<file path="src/rtl/tlp_arb_pkg.sv">
// Shared types and helpers for the TLP TX arbiter and its skid buffer.
//   arb_state_e : arbiter FSM states (IDLE while choosing an owner, BUSY while
//                 a packet is in flight).
//   beat_t      : one TLP beat {data, sop, eop} at the native 64-bit width.
//   rr_pick()   : round-robin selection returning a one-hot grant.
package tlp_arb_pkg;

  localparam int TLP_DATA_WIDTH = 64;
  localparam int MAX_REQ        = 8;

  typedef enum logic {
    IDLE = 1'b0,
    BUSY = 1'b1
  } arb_state_e;

  typedef struct packed {
    logic [TLP_DATA_WIDTH-1:0] data;
    logic                      sop;
    logic                      eop;
  } beat_t;

  // Scan valid[] starting one past rr_ptr, wrapping at num_req. The first
  // requester found wins. Returns all-zero when nobody is requesting.
  function automatic logic [MAX_REQ-1:0] rr_pick(
    input logic [MAX_REQ-1:0] valid,
    input logic [2:0]         rr_ptr,
    input int unsigned        num_req
  );
    logic [MAX_REQ-1:0] pick;
    int unsigned        idx;
    pick = '0;
    for (int unsigned k = 1; k <= MAX_REQ; k++) begin
      idx = (32'(rr_ptr) + k) % num_req;
      if (k <= num_req && pick == '0 && valid[idx[2:0]]) begin
        pick[idx[2:0]] = 1'b1;
      end
    end
    return pick;
  endfunction

endpackage

</file>
<file path="src/rtl/tlp_tx_arbiter_if.sv">
// TLP beat stream: data plus SOP/EOP framing with a valid/ready handshake.
// A beat transfers on any clock edge where valid and ready are both high.
//   master : drives data/sop/eop/valid, observes ready.
//   slave  : observes data/sop/eop/valid, drives ready.
interface tlp_tx_arbiter_if #(
  parameter int DATA_WIDTH = 64
);

  logic [DATA_WIDTH-1:0] data;
  logic                  sop;
  logic                  eop;
  logic                  valid;
  logic                  ready;

  modport master (output data, sop, eop, valid, input ready);
  modport slave  (input data, sop, eop, valid, output ready);

endinterface

</file>
<file path="src/rtl/tlp_skid_buffer.sv">
// Two-entry skid buffer for a TLP beat stream. Both sides are registered:
// in_bus.ready depends only on occupancy, and out_bus is driven straight from
// the head register. The second entry catches the beat already in flight
// when the buffer fills, so upstream sees ready drop one cycle later without
// losing data. Reusable on the RX path.
//   clk, rst_n : clock, asynchronous active-low reset
//   in_bus     : upstream beat stream (slave side)
//   out_bus    : downstream beat stream (master side)
module tlp_skid_buffer #(
  parameter int DATA_WIDTH = 64
) (
  input  logic               clk,
  input  logic               rst_n,
  tlp_tx_arbiter_if.slave    in_bus,
  tlp_tx_arbiter_if.master   out_bus
);

  localparam int ENTRY_W = DATA_WIDTH + 2;

  logic [ENTRY_W-1:0] head_q;
  logic [ENTRY_W-1:0] tail_q;
  logic [1:0]         count_q;
  logic [ENTRY_W-1:0] in_entry;
  logic               push;
  logic               pop;

  assign in_entry      = {in_bus.data, in_bus.sop, in_bus.eop};
  assign in_bus.ready  = (count_q != 2'd2);
  assign out_bus.valid = (count_q != 2'd0);
  assign {out_bus.data, out_bus.sop, out_bus.eop} = head_q;

  assign push = in_bus.valid & in_bus.ready;
  assign pop  = out_bus.valid & out_bus.ready;

  // NOTE: the storage registers are reset as well as the count because the
  // head drives the outputs directly and must read as zero out of reset.
  always_ff @(posedge clk or negedge rst_n) begin
    if (!rst_n) begin
      count_q <= 2'd0;
      head_q  <= '0;
      tail_q  <= '0;
    end else begin
      // NOTE: non-blocking assignments so every register samples the
      // pre-edge values, which makes the head<=tail shift order-independent.
      unique case (count_q)
        2'd0: begin
          if (push) begin
            head_q  <= in_entry;
            count_q <= 2'd1;
          end
        end
        2'd1: begin
          if (push && pop) begin
            head_q <= in_entry;
          end else if (push) begin
            tail_q  <= in_entry;
            count_q <= 2'd2;
          end else if (pop) begin
            count_q <= 2'd0;
          end
        end
        2'd2: begin
          // Full: ready is low, so only a pop can happen here.
          if (pop) begin
            head_q  <= tail_q;
            count_q <= 2'd1;
          end
        end
        default: count_q <= 2'd0;
      endcase
    end
  end

endmodule

</file>
<file path="src/rtl/tlp_tx_arbiter.sv">
// Shares the single FPGA->Host TLP pipe between NUM_REQ sources with
// packet-atomic round-robin arbitration. A grant is taken in IDLE (one bubble
// cycle per packet) and held until the EOP beat is accepted. Output is
// registered through a 2-entry skid buffer.
//   pcieClk_in, pcieNRST_in  : clock, asynchronous active-low reset
//   req*_in / reqReady_out   : per-requester beat streams
//   tx*_out / txReady_in     : beat stream to the PCIe core
//   grant_out                : one-hot pipe owner, 0 while IDLE
//   protoErr_out             : sticky SOP framing error, cleared by reset
module tlp_tx_arbiter
  import tlp_arb_pkg::*;
#(
  parameter int NUM_REQ    = 2,
  parameter int DATA_WIDTH = 64
) (
  input  logic                               pcieClk_in,
  input  logic                               pcieNRST_in,
  input  logic [NUM_REQ-1:0][DATA_WIDTH-1:0] reqData_in,
  input  logic [NUM_REQ-1:0]                 reqSOP_in,
  input  logic [NUM_REQ-1:0]                 reqEOP_in,
  input  logic [NUM_REQ-1:0]                 reqValid_in,
  output logic [NUM_REQ-1:0]                 reqReady_out,
  output logic [DATA_WIDTH-1:0]              txData_out,
  output logic                               txSOP_out,
  output logic                               txEOP_out,
  output logic                               txValid_out,
  input  logic                               txReady_in,
  output logic [NUM_REQ-1:0]                 grant_out,
  output logic                               protoErr_out
);

  localparam int PTR_W = (NUM_REQ > 1) ? $clog2(NUM_REQ) : 1;

  arb_state_e         state_q, state_d;
  logic [NUM_REQ-1:0] grant_q, grant_d;
  logic [PTR_W-1:0]   rr_ptr_q, rr_ptr_d;
  logic               first_q, first_d;   // no beat accepted yet in this grant
  logic               err_q, err_d;

  logic [MAX_REQ-1:0] valid_ext;
  logic [MAX_REQ-1:0] pick;
  logic [PTR_W-1:0]   win_idx;
  logic               accept;

  tlp_tx_arbiter_if #(.DATA_WIDTH(DATA_WIDTH)) arb_bus ();
  tlp_tx_arbiter_if #(.DATA_WIDTH(DATA_WIDTH)) tx_bus ();

  tlp_skid_buffer #(.DATA_WIDTH(DATA_WIDTH)) u_skid (
    .clk     (pcieClk_in),
    .rst_n   (pcieNRST_in),
    .in_bus  (arb_bus),
    .out_bus (tx_bus)
  );

  assign txData_out   = tx_bus.data;
  assign txSOP_out    = tx_bus.sop;
  assign txEOP_out    = tx_bus.eop;
  assign txValid_out  = tx_bus.valid;
  assign tx_bus.ready = txReady_in;

  // Forward the granted requester's beat. Grant is one-hot or zero.
  always_comb begin
    arb_bus.data  = '0;
    arb_bus.sop   = 1'b0;
    arb_bus.eop   = 1'b0;
    for (int i = 0; i < NUM_REQ; i++) begin
      if (grant_q[i]) begin
        arb_bus.data = reqData_in[i];
        arb_bus.sop  = reqSOP_in[i];
        arb_bus.eop  = reqEOP_in[i];
      end
    end
    arb_bus.valid = (state_q == BUSY) && ((grant_q & reqValid_in) != '0);
  end

  // Ready comes only from registers (state, grant, skid occupancy).
  assign reqReady_out = (state_q == BUSY && arb_bus.ready) ? grant_q : '0;
  assign accept       = arb_bus.valid & arb_bus.ready;

  always_comb begin
    valid_ext                = '0;
    valid_ext[NUM_REQ-1:0]   = reqValid_in;
    pick = rr_pick(valid_ext, 3'(rr_ptr_q), NUM_REQ);
    win_idx = '0;
    for (int i = 0; i < NUM_REQ; i++) begin
      if (pick[i]) win_idx = PTR_W'(i);
    end
  end

  // NOTE: every next-state signal gets its hold value first, so no path
  // through the case below can leave one unassigned and infer a latch.
  always_comb begin
    state_d  = state_q;
    grant_d  = grant_q;
    rr_ptr_d = rr_ptr_q;
    first_d  = first_q;
    err_d    = err_q;
    unique case (state_q)
      IDLE: begin
        if (pick != '0) begin
          state_d  = BUSY;
          grant_d  = pick[NUM_REQ-1:0];
          rr_ptr_d = win_idx;
          first_d  = 1'b1;
        end
      end
      BUSY: begin
        if (accept) begin
          first_d = 1'b0;
          // Opening beat must carry SOP; any later beat must not.
          if (first_q != arb_bus.sop) err_d = 1'b1;
          if (arb_bus.eop) begin
            state_d = IDLE;
            grant_d = '0;
          end
        end
      end
      default: state_d = IDLE;
    endcase
  end

  always_ff @(posedge pcieClk_in or negedge pcieNRST_in) begin
    if (!pcieNRST_in) begin
      state_q  <= IDLE;
      grant_q  <= '0;
      rr_ptr_q <= PTR_W'(NUM_REQ - 1);
      first_q  <= 1'b0;
      err_q    <= 1'b0;
    end else begin
      state_q  <= state_d;
      grant_q  <= grant_d;
      rr_ptr_q <= rr_ptr_d;
      first_q  <= first_d;
      err_q    <= err_d;
    end
  end

  assign grant_out    = grant_q;
  assign protoErr_out = err_q;

endmodule
</file>
<file path="config.mk">
export PLATFORM = sky130hd
export DESIGN_NAME = tlp_tx_arbiter
export DESIGN_NICKNAME = d
export VERILOG_FILES = /design/src/rtl/tlp_arb_pkg.sv /design/src/rtl/tlp_tx_arbiter_if.sv /design/src/rtl/tlp_skid_buffer.sv /design/src/rtl/tlp_tx_arbiter.sv
export SDC_FILE = /design/constraint.sdc
export NUM_CORES = 1
export LEC_CHECK = 0
export CORE_UTILIZATION = 42
export CTS_CLUSTER_DIAMETER = 150
export CTS_CLUSTER_SIZE = 24
export DETAILED_ROUTE_END_ITERATION = 8
export PLACE_DENSITY = 0.73
export SLEW_MARGIN = 20
export SYNTH_ARGS = -nofsm -noshare
export SYNTH_HDL_FRONTEND = slang
export SYNTH_SLANG_ARGS = --single-unit
</file>
<file path="constraint.sdc">
create_clock -name pcieClk_in -period 1.5 [get_ports pcieClk_in]
set_input_delay 0.375 -clock pcieClk_in [delete_from_list [all_inputs] [get_ports pcieClk_in]]
set_output_delay 0.375 -clock pcieClk_in [all_outputs]
set_load 0.01 [all_outputs]
</file>
### Yosys cells after proc, flatten, opt, wreduce, memory -nomap -nowiden

Index checks and enable logic that the tools add are counted.

* output and inout bits: 72
* register bits after elaboration: 140
* bits of input ports: 137

* eq/ne operators: 12
* muxes and demuxes: 39
* magnitude comparators: 4
* reductions and logical operators: 19
* add/subtract/negate cells: 2
* bitwise gates (word level): 6

Operator list (number)
* $mux 66: 3
* $pmux 66 s3: 1
* $mux 64: 2
* $mux 2: 10
* $mux 1: 16
* $ne 2x1->1 const B: 5
* $reduce_and 3->1: 3
* $logic_not 8->1: 1
* $lt 1x4->1 const B: 2
* $mux 8: 1
* $or 8x2->8: 1
* $reduce_and 4->1: 2
* $reduce_bool 8->1: 1
* $logic_and 1x1->1: 6
* $ne 2x2->1 const B: 3
* $pmux 2 s3: 1
* $pmux 1 s2: 2
* $pmux 2 s2: 1
* $reduce_and 2->1: 2
* $reduce_bool 2->1: 2
* $ne 3x1->1 const B: 1
* $reduce_bool 3->1: 1
* $add 1x1->1 const B: 2
* $and 1x1->1: 2
* 8 further kinds: 11

### Depth between registers and ports, before layout

Gate-level depths: netlist (run 1).

* depth after elaboration: 12
* gate-level depth with buffers: 7

### Cells and area by module

A second synthesis (run 1) with hierarchy kept.

* cells, all modules: 484
* area total of the unflattened synthesis: 6969.2 um^2

By module, submodules not included
* tlp_skid_buffer: instances 1, cells an instance 368, seq. area each 3353.2 um^2, area an instance 5978.2 um^2
* tlp_tx_arbiter: instances 1, cells an instance 116, seq. area each 151.4 um^2, area an instance 991.0 um^2

### Worst setup path before layout (run 1)

OpenSTA, ideal clock, no wires.

* path kind: reg-to-reg
* start point: reg u_skid.count_q[1]
* end point: reg u_skid.head_q[11]
* data required time: 1.375 ns
* stages on the path, launching flop included: 7
* buffers on the path: 2
* path slack: -0.141 ns
* library setup time: 0.125 ns
* period minus slack after synthesis: 1.641 ns
* arrival: 1.516 ns
* path through: dfrtp_1 nand2b_1 nand2b_4 a21oi_2 buf_6 buf_12 mux2_4

* cells in the longest elaborated chain, start to end: 5
* elaborated cells on any way between the ends: 14
* classes of those cells: eq/ne (6); mux (1); bitwise (2); reduce/logical (5)

Ends and longest elaborated chain
* from (decl): RTL line tlp_skid_buffer.sv:22 `logic [1:0] count_q;`
* from (signal assigned): RTL line tlp_skid_buffer.sv:39 `count_q <= 2'd0;`
* from (signal assigned): RTL line tlp_skid_buffer.sv:49 `count_q <= 2'd1;`
* from (signal assigned): RTL line tlp_skid_buffer.sv:57 `count_q <= 2'd2;`
* $ne 2x2->1 or $reduce_bool 2->1 (tied branches): RTL line tlp_skid_buffer.sv:28, tlp_skid_buffer.sv:29
* $and 1x1->1 (on tied branches): RTL line tlp_skid_buffer.sv:32, tlp_skid_buffer.sv:33
* $logic_and 1x1->1: RTL line tlp_skid_buffer.sv:53 `if (push && pop) begin`
* $ne 2x1->1 (no source line)
* $reduce_and 4->1 (no source line)
* to (signal assigned): RTL line tlp_skid_buffer.sv:48 `head_q <= in_entry;`
* to (signal assigned): RTL line tlp_skid_buffer.sv:54 `head_q <= in_entry;`
* to (signal assigned): RTL line tlp_skid_buffer.sv:65 `head_q <= tail_q;`
* to (decl): RTL line tlp_skid_buffer.sv:20 `logic [ENTRY_W-1:0] head_q;`

Parallel ways exist; a longest one is shown, timed or not.
A chain may end at the register's enable or synchronous reset.

### Worst setup path after layout (run 1)

* start point: reg grant_q[1] (netlist: grant_out[1])
* end point: reg u_skid.head_q[22]

* cells in the longest elaborated chain, start to end: 7
* elaborated cells on any way between the ends: 12
* classes of those cells: eq/ne (2); mux (4); bitwise (2); reduce/logical (4)

Ends and longest elaborated chain
* from (decl): RTL line tlp_tx_arbiter.sv:35 `logic [NUM_REQ-1:0] grant_q, grant_d;`
* from (signal assigned): RTL line tlp_tx_arbiter.sv:131 `grant_q <= grant_d;`
* $and 2x2->2: RTL line tlp_tx_arbiter.sv:73 `arb_bus.valid = (state_q == BUSY) && ((grant_q & reqValid_in) != '0);`
* $reduce_bool 2->1: RTL line tlp_tx_arbiter.sv:73
* $logic_and 1x1->1: RTL line tlp_tx_arbiter.sv:73
* $and 1x1->1: RTL line tlp_skid_buffer.sv:32 `assign push = in_bus.valid & in_bus.ready;`
* $logic_and 1x1->1: RTL line tlp_skid_buffer.sv:53
* $ne 2x1->1 (no source line)
* $reduce_and 4->1 (no source line)

Parallel ways exist; a longest one is shown, timed or not. The select of a mux whose other input is x is not followed.

==> results of run 1 <==
synth_stat cells:
library cell	count
inv_1	1
nand4b_1	1
buf_1	2
a211oi_1	1
nand2b_4	1
buf_2	19
a21oi_2	1
or3_1	1
nand2b_1	4
a21o_1	1
nor3_2	1
nor2_1	137
and3_1	2
xnor2_1	1
a31o_2	1
nor2b_1	3
nor3_1	1
mux2_4	40
a22oi_1	67
clkbuf_1	21
dfrtp_1	139
o31a_1	1
nand2_1	6
dfstp_2	1
buf_4	4
or2_2	1
nand3_1	1
buf_6	1
o21ai_0	1
buf_12	4
a21oi_1	135
mux2_2	27
a22o_1	1
metal layers:
| layer | vias up | global-route usage, % | share of wire, % |
|---|---|---|---|
| met5 | - | 0 | 0 |
| met4 | 0 | 7.283 | 1.7 |
| met3 | 32 | 5.779 | 5.3 |
| met2 | 220 | 43.30 | 52 |
| met1 | 3033 | 29.12 | 41 |
| li1 | 2811 | - | - |
kinds of logic after synthesis:
family | count (synthesis) | synth area share [%]
AND/OR/NAND/NOR | 159 | 9.810
XOR/XNOR | 1 | 0.1326
multiplexers | 67 | 13.69
buffers and inverters | 52 | 4.640
flip-flops | 140 | 53.05
AO/OA/AOI/OAI | 209 | 18.67
final cells by class:
class | instances | area share (%)
Sequential cell | 140 | 30.87
Multi-Input combinational cell | 436 | 30.78
Timing Repair Buffer | 320 | 30.71
Clock buffer | 17 | 3.743
Tap cell | 211 | 2.323
Clock inverter | 15 | 1.541
Inverter | 1 | 0.03303
state kept, by name (all words and copies together), names as in the netlist:
register        count
first_q             1
grant_out           2
u_skid.count_q      2
rr_ptr_q            1
state_q             1
protoErr_out        1
u_skid.tail_q      66
u_skid.head_q      66
power breakdown:
part	switching [mW]	internal, mW
clock network	1.65	2.61
logic	5.10	6.56
registers	1.34	5.52
cells in the final DEF, fill, tap and decap left out, types with 2 or more instances in the layout:
master,n
buf_4,56
nor2b_4,2
clkdlybuf4s50_1,135
dlygate4sd2_1,34
nand2_1,4
buf_16,8
bufinv_16,3
clkinv_4,4
a21oi_4,3
clkinvlp_4,4
a22oi_2,18
buf_8,5
mux2_2,23
a21oi_1,78
nor2_1,93
nor2_4,34
mux2_4,44
a22oi_1,49
clkdlybuf4s15_1,33
buf_12,13
nand2_2,2
nor2_2,10
a21oi_2,55
dfrtp_2,3
nand2b_4,4
clkbuf_16,27
and3_4,2
buf_6,24
clkinv_2,4
dfrtp_1,136
how the worst max path moves through the flow:
stage / from / endpoint / slack, ns / cells past startpoint
CTS: u_skid.count_q[0] / u_skid.head_q[32] / -0.23 / 7
detailed placement: reqValid_in[0] / u_skid.head_q[32] / -0.62 / 6
finish: grant_out[1] / u_skid.head_q[22] / -0.29 / 8
global route: grant_out[1] / u_skid.head_q[47] / -0.34 / 8
floorplan: grant_out[1] / u_skid.head_q[11] / -0.12 / 7
global placement: reqValid_in[0] / u_skid.head_q[59] / -0.58 / 6
repair_timing:
item	4_1_cts	5_1_grt
endpoints found under the hold margin	22	0
resized for setup	147	194
pin swaps	8	22
hold buffers	1	0
cloned	8	12
endpoints found under the setup margin	207	179
setup buffers	20	7
per-stage QoR:
stage          power, mW  worst slack (ns)  hold slack (ns)  instance area (µm²)  utilization, %
2_1_floorplan      11.91           -0.1192          0.07941                 6696               -
3_3_place_gp       15.37           -0.5811           0.2653                 9336           61.19
3_5_place_dp       15.82           -0.6245           0.2697                 9336           61.19
4_1_cts            20.72           -0.2285           0.4022                10460           68.56
5_1_grt            23.90           -0.3430           0.4223                11370           74.49
6_report           22.77           -0.2910           0.3965                11370           74.49
critical path, stage by stage, from the launching register on:
cell and delay (ns):
dfrtp_2 0.41, buf_6 0.13, a22o_4 0.23, nor2_4 0.13
a21oi_4 0.04, buf_12 0.14, buf_12 0.14, clkbuf_16 0.16
mux2_4 0.30
==> results.sh, run 1 <==
export IMPL_max_vdd_ir_drop_mv=1.090
export IMPL_grt_pass1_wl_um=30250
export IMPL_wl_per_cell_um=19.28
export IMPL_fin_worst_skew_ns=0.007183
export IMPL_htreeDepth=4
export IMPL_finalSetupTns_ns=-25.84
export IMPL_io_buffers=208
export IMPL_drive_gt1_share_pct=38.21
export IMPL_reg2reg_from="grant_out[1]"
export IMPL_layout_setup_ws_ns=-0.2910
export IMPL_dpl_hpwl_um=12270
export IMPL_critPathLaunchType="flop"
export IMPL_yosys_warnings=0
export IMPL_drtIter0Drc=297
export IMPL_critPathKind="reg -> reg"
export IMPL_routabilityCongestion=0.7822
export IMPL_yosysSeqAreaShare_pct=53.05
export IMPL_maxSlewHeadroom_pct=66.12
export IMPL_p_leak_nw=4.937
export IMPL_vias=6096
export IMPL_drt_first_pass_iters=5
export IMPL_cts_buffers=17
export IMPL_multiInputGateArea_um2=3498
export IMPL_syn2layout_area_growth_pct=72.05
export IMPL_ys_top_cells_by_area="dfrtp_1 (53%), a21oi_1 (10%), mux2_4 (9.1%), nor2_1 (7.8%), a22oi_1 (7.6%)"
export IMPL_path_max_fanout=7
export IMPL_seqCellArea_um2=3508
export IMPL_worstRegToRegCells=8
export IMPL_worst_pin_slew_ns=0.5082
export IMPL_syn_num_nets=765
export IMPL_cts_tree="built"
export IMPL_antenna_found_initial=0
export IMPL_clkTransAtPathRegs_ns=0.06
export IMPL_synth_seq_cells=140
export IMPL_antenna_left=0
export IMPL_grt_max_degree=68
export IMPL_num_antenna_cells=0
export IMPL_r2r_slack_ns=-0.29
export IMPL_rsz0062_at_grt="true"
export IMPL_clockRootBuffer="clkbuf_16"
export IMPL_power_density_nw_per_um2=2003
export IMPL_wirelength_um=21970
export IMPL_clock_sinks=140
export IMPL_outcome="complete, but fails checks"
export IMPL_maxCapViolations=0
export IMPL_postSynthCellCount=628
export IMPL_grt_overflow=0
export IMPL_track_usage_pct=24.33
export IMPL_synth_top_area_share_pct=52.65
export IMPL_violations="negative setup slack"
export IMPL_drc=0
export IMPL_end_kind="flop"
export IMPL_clkLatencyLatePin_ns=0.43
export IMPL_dpl_cell_count=1065
export IMPL_postSynthAreaPerCell_um2=10.52
export IMPL_fmax_ghz=0.5583
export IMPL_start_util_pct=43.30
export IMPL_core_area_um2=15260
export IMPL_die_w_um=127.4
export IMPL_crit_arrival_ns=2.10
export IMPL_ys_types=33
export IMPL_reg2reg_to="u_skid.head_q[22]"
export IMPL_io_pins=209
export IMPL_via_per_inst=5.347
export IMPL_setup_viol=139
export IMPL_cp_data_required_time_ns=1.81
export IMPL_fill_cells=970
export IMPL_syn_area_um2=6606
export IMPL_yosysTopAreaCell="dfrtp_1"
export IMPL_grt_pass1_vias=6024
export IMPL_layout_worst_path_cycle_share_pct=119.4
export IMPL_nets=1053
export IMPL_die_y_um=127.4
export IMPL_hold_path_class="in -> async"
export IMPL_period_minus_slack_ns=1.791
export IMPL_finalHoldViolations=0
export IMPL_instances_no_fill=1140
export IMPL_clk_path_buf_depth=2
export IMPL_dieArea_um2=16230
export IMPL_maxSlewViolCount=0
export IMPL_std_cell_rows=45
(Power assumes the default switching activity.)
==> run 2: changes to the inputs <==
--- a/config.mk
+++ b/config.mk
@@ -14,3 +14,4 @@
 export SYNTH_ARGS = -nofsm -noshare
 export SYNTH_HDL_FRONTEND = slang
 export SYNTH_SLANG_ARGS = --single-unit
+export TNS_END_PERCENT = 50
==> run 2 against run 1 <==
The flow still finishes with violations (negative setup slack). Via count is 5.1% higher. Flip-flop and latch count stayed put. Core utilization is 2.5 points higher. Setup slack hardly changed. Sequential share of layout area is 1.0 points lower. Wire length is 7.1% higher. Register-to-register slack hardly changed. Sequential power is 0.6% higher. Count of clock-buffer cells in the layout is 9 higher. Cell area is 3.4% higher. Largest cell class is now non-clock buffers. Largest power group unchanged.
==> results.sh, run 2 (synthesis gave the netlist of run 1 again) <==
export IMPL_outcome="complete, but fails checks"
export IMPL_violations="negative setup slack"
export IMPL_grt_pass1_vias=6800
export IMPL_place_ws_ns=-0.6528
export IMPL_drtIter0Drc=457
export IMPL_dpl_hpwl_um=12840
export IMPL_cts_buffers=17
export IMPL_post_route_util_pct=77.01
export IMPL_die_w_um=127.4
export IMPL_io_pins=209
export IMPL_finalSetupTns_ns=-30.44
export IMPL_dpl_cell_count=1092
export IMPL_critPathKind="reg -> reg"
export IMPL_start_util_pct=43.30
export IMPL_maxSlewViolCount=0
export IMPL_num_antenna_cells=0
export IMPL_routabilityCongestion=0.7662
export IMPL_syn2layout_area_growth_pct=77.86
export IMPL_slowest_delay_ns=0.40
export IMPL_htreeDepth=4
export IMPL_crit_chain="buf_6 -> buf_6 -> nor2b_4 -> buf_12 -> buf_12 -> buf_8 -> a22oi_2 -> a21oi_1 -> mux2_4"
export IMPL_power_density_nw_per_um2=2047
export IMPL_fill_cells=905
export IMPL_path_max_fanout=8
export IMPL_setup_viol=141
export IMPL_hold_ws_ns=0.4475
export IMPL_drt_first_pass_iters=4
export IMPL_core_area_um2=15260
export IMPL_fin_worst_skew_ns=0.005034
export IMPL_vias=6404
export IMPL_grt_max_degree=47
export IMPL_layout_setup_ws_ns=-0.2908
export IMPL_cp_data_required_time_ns=1.87
export IMPL_clk_path_buf_depth=2
export IMPL_layout_commonest_cell="dfrtp_1"
export IMPL_clkTransAtPathRegs_ns=0.06
export IMPL_track_usage_pct=29.12
export IMPL_maxCapViolations=0
export IMPL_critPathLaunchType="flop"
export IMPL_grt_overflow=0
export IMPL_instances_no_fill=1168
export IMPL_max_vdd_ir_drop_mv=1.082
export IMPL_top_regs="u_skid.head_q: 66 flops, u_skid.tail_q: 66 flops"
export IMPL_clock_sinks=140
export IMPL_crit_arrival_ns=2.16
export IMPL_wl_per_cell_um=20.15
export IMPL_io_buffers=208
export IMPL_dieArea_um2=16230
export IMPL_maxSlewHeadroom_pct=66.24
export IMPL_finalHoldViolations=0
export IMPL_final_cell_mix="dfrtp_1 (136), clkdlybuf4s50_1 (135), buf_4 (92)"
export IMPL_period_minus_slack_ns=1.791
export IMPL_fmax_ghz=0.5584
export IMPL_highest_layer="met4"
export IMPL_antenna_left=0
export IMPL_met1_length_um=9415
export IMPL_clkLatencyLatePin_ns=0.42
export IMPL_seqCellArea_um2=3508
export IMPL_place_area_um2=9532
export IMPL_postLayoutCellArea_um2=11750
export IMPL_clockRootBuffer="clkbuf_16"
export IMPL_hold_path_class="in -> async"
export IMPL_wirelength_um=23540
export IMPL_met2_length_um=12010
export IMPL_multiInputGateArea_um2=3661
export IMPL_critPathSlowestCell="dfrtp_2"
export IMPL_via_per_inst=5.483
export IMPL_drc=0
export IMPL_end_kind="flop"
export IMPL_worst_pin_slew_ns=0.5065
export IMPL_drive_gt1_share_pct=44.62
export IMPL_power_mw=24.05
export IMPL_dr_wl_met3_um=1564
export IMPL_antenna_found_initial=0
export IMPL_cts_tree="built"
export IMPL_p_leak_nw=5.087
export IMPL_layout_worst_path_cycle_share_pct=119.4
export IMPL_rsz0062_at_grt="true"
export IMPL_nets=1081
export IMPL_die_y_um=127.4
export IMPL_r2r_slack_ns=-0.29
export IMPL_grt_pass1_wl_um=35740
export IMPL_std_cell_rows=45
==> run 2: cell types whose count changed in the layout (fill, tap and decap cells not counted), sizes merged <==
| cell | delta |
|---|---|
| buf | +35 |
| bufinv | -1 |
| clkbuf | +3 |
| clkdlybuf4s15 | +2 |
| clkinv | -4 |
| clkinvlp | -4 |
| dlygate4sd2 | -3 |
==> run 2: final cells by class <==
type / count / share of cell area, %
multi-input cells: 436 / 31.16
flip-flops and latches: 140 / 29.86
well taps: 211 / 2.247
repair buffers: 348 / 31.52
clock inverters: 6 / 0.6815
clock buffers: 26 / 4.504
inverters: 1 / 0.03195
==> run 2: path summary, 6_finish.rpt <==
| path | end | from | cells past startpoint |
|---|---|---|---|
| worst max-delay path | u_skid.head_q[27] | grant_out[1] | 9 |
| worst min-delay path | u_skid.head_q[43] | pcieNRST_in | 2 |
| worst max register to register | u_skid.head_q[27] | grant_out[1] | 9 |
| worst min register to register | protoErr_out | protoErr_out | 1 |
| max in group asynchronous | u_skid.tail_q[16] | pcieNRST_in | 3 |
| min in group pcieClk_in | protoErr_out | protoErr_out | 1 |
==> run 2: where the power goes <==
part           switching, mW  leakage (nW)  total [mW]  internal [mW]
Combinational           5.61          3.05        12.8           7.19
Clock                   1.60         0.306        4.35           2.75
Sequential              1.38          1.73        6.90           5.53
==> run 2: timing repair <==
item | in CTS | in global routing
endpoints found under the hold margin | 34 | 0
hold buffers | 1 | 0
buffers inserted | 29 | 2
resized for setup | 276 | 113
setup endpoints to repair | 207 | 178
pin swaps | 21 | 25
cloned | 16 | 3
==> run 2: metal layers <==
metal | vias to the layer above | global-route usage, %
met1 | 3185 | 35.08
li1 | 2877 | -
met2 | 284 | 50.92
met4 | 0 | 11.20
met5 | - | 0
met3 | 58 | 6.281
==> run 2: critical path, delay by kind of cell (launching register included) <==
kind,cells,cell delay [ns]
flip-flops,1,0.40
AND/OR/NAND/NOR,1,0.19
multiplexers,1,0.18
buffers and inverters,5,0.67
AO/OA/AOI/OAI,2,0.29
==> run 3: changes to the inputs <==
--- a/config.mk
+++ b/config.mk
@@ -5,11 +5,14 @@
 export SDC_FILE = /design/constraint.sdc
 export NUM_CORES = 1
 export LEC_CHECK = 0
-export CORE_UTILIZATION = 42
+export ABC_AREA = 1
+export CELL_PAD_IN_SITES_DETAIL_PLACEMENT = 0
+export CELL_PAD_IN_SITES_GLOBAL_PLACEMENT = 1
+export CORE_UTILIZATION = 31
 export CTS_CLUSTER_DIAMETER = 150
 export CTS_CLUSTER_SIZE = 24
 export DETAILED_ROUTE_END_ITERATION = 8
-export PLACE_DENSITY = 0.73
+export PLACE_DENSITY = 0.75
 export SLEW_MARGIN = 20
 export SYNTH_ARGS = -nofsm -noshare
 export SYNTH_HDL_FRONTEND = slang
==> run 3 against run 2 <==
Flip-flop and latch count did not move. Via count rose by 22%. Count of clock-buffer cells in the layout decreased by 7. Clock power increased by 9.4%. Cell area down 4.0%. The flow still finishes with violations (negative setup slack). First-iteration DRC count rose by 20%. Die area rose by 52%. Clock skew increased by 0.0026 ns. Power is 12% lower. Worst hold slack worse by 0.078 ns. Critical path type is now reg -> out. Largest power group unchanged. Largest cell class is now multi-input gates.
==> results.sh, run 3 <==
export IMPL_io_pins=209
export IMPL_clk_path_buf_depth=2
export IMPL_layout_setup_ws_ns=-0.1374
export IMPL_die_w_um=157.3
export IMPL_core_area_um2=23540
export IMPL_maxSlewViolCount=0
export IMPL_drive_gt1_share_pct=12.57
export IMPL_io_buffers=208
export IMPL_synth_most_common_cell="nand2_1"
export IMPL_worst_pin_slew_ns=0.3479
export IMPL_grt_pass1_vias=7428
export IMPL_violations="negative setup slack"
export IMPL_syn_num_nets=1209
export IMPL_via_per_inst=4.850
export IMPL_outcome="complete, but fails checks"
export IMPL_critPathKind="reg -> out"
export IMPL_start_util_pct=31.77
export IMPL_end_kind="primary output"
export IMPL_yosysTopAreaCell="dfrtp_1"
export IMPL_p_leak_nw=5.929
export IMPL_drt_first_pass_iters=5
export IMPL_dieArea_um2=24750
export IMPL_reg2reg_to="u_skid.tail_q[21]"
export IMPL_antenna_found_initial=1
export IMPL_top_regs="u_skid.head_q: 66 flops, u_skid.tail_q: 66 flops"
export IMPL_syn2layout_area_growth_pct=50.75
export IMPL_combPwrFrac_pct=49.6
export IMPL_synth_seq_cells=140
export IMPL_drc=0
export IMPL_maxCapViolations=0
export IMPL_grt_max_degree=39
export IMPL_clkLatencyLatePin_ns=0.43
export IMPL_syn_area_um2=7480
export IMPL_layout_worst_path_cycle_share_pct=109.2
export IMPL_postLayoutCellArea_um2=11280
export IMPL_synth_async_reset_ratio_pct=100.0
export IMPL_cts_buffers=17
export IMPL_crit_arrival_ns=1.26
export IMPL_num_antenna_cells=0
export IMPL_vias=7838
export IMPL_yosys_warnings=0
export IMPL_wirelength_um=26350
export IMPL_final_cell_mix="nand2_1 (585), dfrtp_1 (137), nand3_1 (135), clkdlybuf4s50_1 (135), nand4_1 (66)"
export IMPL_postSynthCellCount=1072
export IMPL_rsz0062_at_grt="true"
export IMPL_max_vdd_ir_drop_mv=1.006
export IMPL_place_ws_ns=-0.4064
export IMPL_setup_viol=88
export IMPL_synth_flop_cell="dfrtp_1"
export IMPL_ys_types=22
export IMPL_wl_per_cell_um=16.30
export IMPL_std_cell_rows=56
export IMPL_maxSlewHeadroom_pct=76.81
export IMPL_fill_cells=2339
export IMPL_routabilityCongestion=0.7635
export IMPL_synth_edf_count=0
export IMPL_layout_commonest_cell="nand2_1"
export IMPL_clkTransAtPathRegs_ns=0.06
export IMPL_drtIter0Drc=547
export IMPL_grt_pass1_wl_um=40280
export IMPL_dpl_hpwl_um=16780
export IMPL_hold_path_class="in -> async"
export IMPL_htreeDepth=4
export IMPL_cts_tree="built"
export IMPL_clock_sinks=140
export IMPL_power_density_nw_per_um2=1887
export IMPL_nets=1421
export IMPL_reg2reg_from="u_skid.count_q[0]"
export IMPL_pwr_share_seq_pct=28.1
export IMPL_fmax_ghz=0.6107
export IMPL_p_sw_share_pct=41.57
export IMPL_ys_top_cells_by_area="dfrtp_1 (47%), nand2_1 (31%), nand3_1 (9.3%), nand4_1 (5.5%), buf_2 (2.2%)"
export IMPL_synth_top_area_share_pct=46.50
export IMPL_period_minus_slack_ns=1.637
export IMPL_synthTopCellsByCount="nand2_1 (616), dfrtp_1 (139), nand3_1 (139), nand4_1 (66), clkbuf_1 (35)"
export IMPL_netSwitchingPower_mw=8.842
export IMPL_track_usage_pct=21.04
export IMPL_clkPwrFrac_pct=22.4
export IMPL_cp_data_required_time_ns=1.12
export IMPL_multiInputGateArea_um2=3694
export IMPL_critPathLaunchType="flop"
export IMPL_path_max_fanout=3
export IMPL_place_area_um2=10130
export IMPL_critical_path_startpoint="u_skid.count_q[1]"
export IMPL_antenna_left=0
export IMPL_crit_path_end="txValid_out"
export IMPL_worstRegToRegCells=9
export IMPL_grt_overflow=0
export IMPL_internal_power_mw=12.43
export IMPL_yosysSeqAreaShare_pct=46.86
export IMPL_postSynthAreaPerCell_um2=6.977
export IMPL_r2r_slack_ns=-0.10
export IMPL_seqCellArea_um2=3507
export IMPL_finalHoldViolations=0
export IMPL_clockRootBuffer="clkbuf_16"
export IMPL_fin_worst_skew_ns=0.007662
export IMPL_die_y_um=157.3
-- run 3: cell type report --
| type | instances | share of cell area (%) |
|---|---|---|
| repair buffers | 278 | 26.30 |
| clock buffers | 19 | 4.017 |
| well taps | 319 | 3.540 |
| multi-input cells | 837 | 32.76 |
| flip-flops and latches | 140 | 31.10 |
| inverters | 10 | 0.3995 |
| clock inverters | 13 | 1.886 |
-- run 3: logic make-up after synthesis --
logic type | after synthesis | synth area share [%]
AOI/OAI and AO/OA | 5 | 0.4685
buffers and inverters | 96 | 6.122
DFF | 140 | 46.86
and+or+nand+nor | 831 | 46.55
-- run 3: worst max-delay path, stage by stage, from the launching register on --
cell     delay (ns)
dfrtp_1        0.42
buf_6          0.14
nor2_4         0.10
inv_2          0.06
buf_6          0.12
-- run 3: metrics by stage --
stage	utilization, %	hold slack [ns]	power (mW)	cells	setup TNS, ns
floorplan	-	0.07941	11.52	1072	0
global placement	43.01	0.2561	15.81	1565	-45.69
detailed placement	43.01	0.2584	15.89	1565	-50.18
CTS	46.12	0.3574	20.70	1604	-2.633
global route	47.90	0.3772	22.78	1616	-12.77
finish	47.90	0.3696	21.27	1616	-4.971
-- run 3: repair_timing --
action / in CTS / in global routing
hold buffers: 1 / 0
setup buffers: 5 / 6
pin swaps: 3 / 4
setup endpoints to repair: 209 / 172
gates cloned: 1 / 8
hold endpoints to repair: 19 / 0
gates resized for setup: 124 / 93
-- run 3: per-layer routing --
| metal | vias up | wire, µm | share of wire [%] | GRT usage, % |
|---|---|---|---|---|
| li1 | 3858 | - | - | - |
| met1 | 3744 | 12170 | 46 | 28.07 |
| met2 | 217 | 12590 | 48 | 34.32 |
| met3 | 17 | 1338 | 5.1 | 4.295 |
| met4 | 2 | 233 | 0.88 | 6.010 |
| met5 | - | 12 | 0.046 | 0 |
-- run 3: power groups by stage --
stage	clock, mW	combinational, mW	sequential, mW
2_1_floorplan	0	5.38	6.14
3_3_place_gp	0	9.85	5.97
3_5_place_dp	0	9.93	5.96
4_1_cts	4.82	9.98	5.89
5_1_grt	4.98	11.7	6.12
6_report	4.76	10.5	5.97
-- run 3: worst min path at each step --
stage	endpoint	slack (ns)	cells after the start
floorplan	first_q	0.08	0
global placement	u_skid.head_q[51]	0.26	1
detailed placement	u_skid.head_q[51]	0.26	1
CTS	u_skid.head_q[51]	0.36	2
global route	u_skid.head_q[51]	0.38	2
finish	u_skid.head_q[52]	0.37	2
